[src/rtl/jk_excitation_driver.sv]
// Drives a bank of external JK flip-flops toward a target word for one clock,
// then checks the bank's Q and keeps a saturating count of failed updates.
module jk_excitation_driver #(
  parameter int unsigned WIDTH     = 4,
  parameter int unsigned ERR_CNT_W = 8
) (
  input  logic                 clk,
  input  logic                 rst_n,
  input  logic                 tgt_valid,
  output logic                 tgt_ready,
  input  logic [WIDTH-1:0]     tgt_data,
  input  logic [WIDTH-1:0]     q_in,
  output logic [WIDTH-1:0]     j_out,
  output logic [WIDTH-1:0]     k_out,
  output logic                 busy,
  output logic                 done,
  output logic                 mismatch,
  output logic [ERR_CNT_W-1:0] err_count,
  input  logic                 clr_err
);

  typedef enum logic [1:0] {StIdle, StDrive, StCheck} state_e;

  state_e           state_q;
  logic [WIDTH-1:0] tgt_q;
  logic             fail_now;

  assign fail_now  = (state_q == StCheck) && (q_in != tgt_q);
  // Gated with rst_n so the block never advertises ready while held in reset.
  assign tgt_ready = rst_n && (state_q == StIdle);
  assign busy      = (state_q != StIdle);

  always_ff @(posedge clk or negedge rst_n) begin
    if (!rst_n) begin
      state_q  <= StIdle;
      tgt_q    <= '0;
      j_out    <= '0;
      k_out    <= '0;
      done     <= 1'b0;
      mismatch <= 1'b0;
    end else begin
      done     <= 1'b0;
      mismatch <= 1'b0;
      j_out    <= '0;
      k_out    <= '0;
      unique case (state_q)
        StIdle: begin
          if (tgt_valid) begin
            tgt_q   <= tgt_data;
            // Set only bits rising, reset only bits falling; toggle never issued.
            j_out   <= tgt_data & ~q_in;
            k_out   <= ~tgt_data & q_in;
            state_q <= StDrive;
          end
        end
        StDrive: state_q <= StCheck;
        StCheck: begin
          done     <= 1'b1;
          mismatch <= fail_now;
          state_q  <= StIdle;
        end
        default: state_q <= StIdle;
      endcase
    end
  end

  // Clear takes priority but a simultaneous mismatch still counts once.
  always_ff @(posedge clk or negedge rst_n) begin
    if (!rst_n) begin
      err_count <= '0;
    end else if (clr_err) begin
      err_count <= ERR_CNT_W'(fail_now);
    end else if (fail_now && (err_count != '1)) begin
      err_count <= err_count + ERR_CNT_W'(1);
    end
  end

endmodule
[config.mk]
export PLATFORM = sky130hd
export DESIGN_NAME = jk_excitation_driver
export DESIGN_NICKNAME = d
export VERILOG_FILES = /design/src/rtl/jk_excitation_driver.sv
export SDC_FILE = /design/constraint.sdc
export NUM_CORES = 1
export LEC_CHECK = 0
export ABC_AREA = 1
export BUFFER_PORTS_ARGS = -buffer_cell sky130_fd_sc_hd__buf_2
export CAP_MARGIN = 20
export CELL_PAD_IN_SITES_DETAIL_PLACEMENT = 0
export CELL_PAD_IN_SITES_GLOBAL_PLACEMENT = 1
export CORE_ASPECT_RATIO = 0.9
export CORE_MARGIN = 10
export CORE_UTILIZATION = 33
export DETAILED_ROUTE_END_ITERATION = 8
export PLACE_DENSITY_LB_ADDON = 0.1
export SYNTH_ARGS = -nofsm -noshare
export SYNTH_HDL_FRONTEND = slang
export SYNTH_SLANG_ARGS = --single-unit
[constraint.sdc]
create_clock -name clk -period 1.15 [get_ports clk]
set_input_delay 0.0575 -clock clk [delete_from_list [all_inputs] [get_ports clk]]
set_output_delay 0.0575 -clock clk [all_outputs]
set_load 0.05 [all_outputs]
==> metrics.txt <==
area of the mapped netlist 1160 um^2; DRT Wirelength 3.02 mm; placed cells 222; Final Core Density 51.7%; Antenna Nets Post-Route 0; FF-to-FF End err_count[1]$_DFFE_PN0P_; clk_lat worst skew 0.26 ns; Synth top area share 51.6%; Die Y 76.4 um; P per Cell Area 1360 nW/um^2; Starting DRT DRC Count 44; Sw Ratio 36.2%; DP Wirelength 2.17 mm; site row count 20; status finished, violations left; CP max-delay cell dfrtp_2; Seq/Total Area, Yosys 51.6%; Hold Path Class in2reg; vias 1078; Cells on Worst Hold Path 3; layout cell share with drive strength beyond 1 42.1%; most frequent CP cell nand2_2; core area 3380 um^2; Mapped Nets 150; Hold Fails Final Rpt 0; Worst R2R Path Depth 8; pre-CTS WS -0.131 ns; Hold EP k_out[3]$_DFF_PN0_; first-pass GRT wire length 5.00 mm; Gate Count Post-Synth 137; HP Start q_in[3]; deepest clock path buffer count 2; fin crit share 109%; clk_skew 0.00404 ns; Initial Util 34.5%; diode count 0; # IOs 32; Final nets 209; final worst slack -0.101 ns; #FFs+latches synth 24; Setup crit end kind flip-flop; yosys warns 0; final cell count without fillers 239; Reg-to-Reg Start err_count[1]$_DFFE_PN0P_; Via density 4.51; CP required 1.30 ns; CTS root buf clkbuf_8; initial antenna violation count 0; Die ar. 6310 um^2; Peak VDD IR 1.13 mV; Leakage 0.971 nW; DRC violations left 0; Area contributors post-synth dfrtp_1, nand2_1, inv_1; clock power share 23.6%; syn avg cell area 8.50 um^2; Cell variety after synth 21; Pint 1.52 mW; failing checks setup timing; Synth area leader dfrtp_1; # fillers 326; Max Cap Viol 0; Sum Neg Setup Slack -0.709 ns; DR WL/cell 12.6 um; Worst-Margin Slew 0.377 ns; Port Buf Inserts 31; crit path max fanout 8; crit-path cells ha_4, nand2_2, inv_4, nand4_4, nand3_4, nand2_8, nand2_4, nand2_2; Chip Width 82.6 um; GRT Util Overall 9.81%; relative slew slack 74.7%; CTS clock-pin slew for the worst setup and hold paths 0.08 ns; final setup fails 9; r2r setup slk -0.10 ns; Worst Path Arrival 1.40 ns; Peak Freq 0.799 GHz; Syn-to-layout area delta 49.8%; Pre-Repair DR Iteration Count 4; H-tree Lvls 1; CTS tree yes; Combinational Power Share 34.4%; vias in the first global route 1036; total grt overflow 0; CP max stage delay 0.40 ns; NetSw 862 uW; fin. max-slew vios 0; Sequential Power Share 42.0%; RSZ-0062 raised after global routing true; kind of critical path reg2reg; pin count of the biggest net entering global routing 25; critical path launch point type flip-flop; Total Power 2.38 mW; total CTS buffers 3; min Tclk post-route 1.25 ns; RD Place Congestion 0.821; TritonCTS Sinks 24
==> critical path, delay by kind of cell (launching register included) <==
family,cells,cell delay [ns]
simple gates,6,0.51
flops,1,0.40
fa+ha+maj,1,0.14
buf+inv,1,0.09
==> layout by cell type (no fill, tap or decap), types with 2 or more instances in the layout <==
master,netlist,routed
buf_4,0,14
nand3_2,0,2
nor3_1,5,5
nor2_8,2,2
nand3_1,12,11
dlygate4sd3_1,0,9
dfrtp_2,0,6
buf_6,0,2
nand2_2,1,8
nor2_4,0,4
xor2_1,2,2
buf_2,0,27
nand2_1,42,33
dfrtp_1,24,18
clkbuf_8,1,4
inv_2,1,3
o21ai_0,5,4
inv_1,17,14
nand2_4,1,2
nor2_1,16,12
==> repair_timing <==
item / in CTS / in global routing
gates resized for setup: 10 / 20
cloned: 1 / 0
endpoints found under the hold margin: 32 / 0
pin swaps: 5 / 9
buffers inserted: 2 / 1
setup endpoints to repair: 13 / 13
hold buffers: 9 / 0
==> layout make-up <==
type / count / area [um^2] / share of cell area (%)
clock buffers: 4 / 55.1 / 3.15
inverters: 19 / 73.8 / 4.23
multi-input cells: 94 / 578 / 33.1
flip-flops and latches: 24 / 608 / 34.8
well taps: 44 / 55.1 / 3.15
repair buffers: 54 / 375 / 21.5
==> layer usage <==
metal  global-route usage (%)  vias up  part of all wire, %
li1                         -      547                    -
met1                     12.6      508                   44
met2                     15.0       21                   47
met3                     4.36        2                  8.2
met4                     1.51        0                 0.63
met5                        0        -                    0
==> kinds of logic after synthesis <==
family	count (synthesis)	synth area share, %
and+or+nand+nor	83	35.3
DFF	24	51.6
buffers and inverters	20	7.30
AOI/OAI and AO/OA	7	3.22
xor gates and xnor gates	2	1.50
adders and majority gates	1	1.07
==> cells in the mapped netlist <==
| master | number |
|---|---|
| nand3_1 | 12 |
| ha_1 | 1 |
| dfrtp_1 | 24 |
| nor3_1 | 5 |
| nand2_1 | 42 |
| nand2_2 | 1 |
| nor2_1 | 16 |
| a21oi_1 | 1 |
| nor2_8 | 2 |
| a21boi_0 | 1 |
| clkinv_1 | 1 |
| clkbuf_8 | 1 |
| nand2_4 | 1 |
| nand4_1 | 1 |
| inv_1 | 17 |
| inv_2 | 1 |
| nand4_4 | 1 |
| or2_2 | 1 |
| xor2_1 | 2 |
| nand3_4 | 1 |
| o21ai_0 | 5 |
==> worst max-delay path by stage <==
stage	slack, ns	depth (start not counted)	endpoint	from
2_1_floorplan	-0.28	8	err_count[3]$_DFFE_PN0P_	err_count[1]$_DFFE_PN0P_
3_3_place_gp	-0.13	9	err_count[7]$_DFFE_PN0P_	err_count[1]$_DFFE_PN0P_
3_5_place_dp	-0.13	8	err_count[1]$_DFFE_PN0P_	err_count[0]$_DFFE_PN0P_
4_1_cts	-0.10	8	err_count[1]$_DFFE_PN0P_	err_count[1]$_DFFE_PN0P_
5_1_grt	-0.20	9	err_count[1]$_DFFE_PN0P_	tgt_q[0]$_DFFE_PN0P_
6_report	-0.10	8	err_count[1]$_DFFE_PN0P_	err_count[1]$_DFFE_PN0P_
==> power by group through the flow <==
| stage | sequential (mW) | clock (mW) | combinational [mW] |
|---|---|---|---|
| after floorplan | 1.18 | 0 | 0.288 |
| after global placement | 1.01 | 0 | 0.644 |
| after detailed placement | 1.02 | 0 | 0.651 |
| after CTS | 0.993 | 0.594 | 0.737 |
| after global routing | 1.01 | 0.620 | 0.894 |
| final | 0.999 | 0.562 | 0.817 |
==> state kept, by name, indices dropped and copies added (netlist names) <==
register   cells
state_q        2
mismatch       1
tgt_q          4
done           1
k_out          4
err_count      8
j_out          4
==> stage by stage <==
stage / cell area, um^2 / hold WS (ns)
floorplan: 1190 / -0.238
global placement: 1470 / 0.119
detailed placement: 1470 / 0.106
CTS: 1670 / 0.0358
global route: 1750 / 0.0467
finish: 1750 / 0.0449
Power figures use the tool's default switching activity.
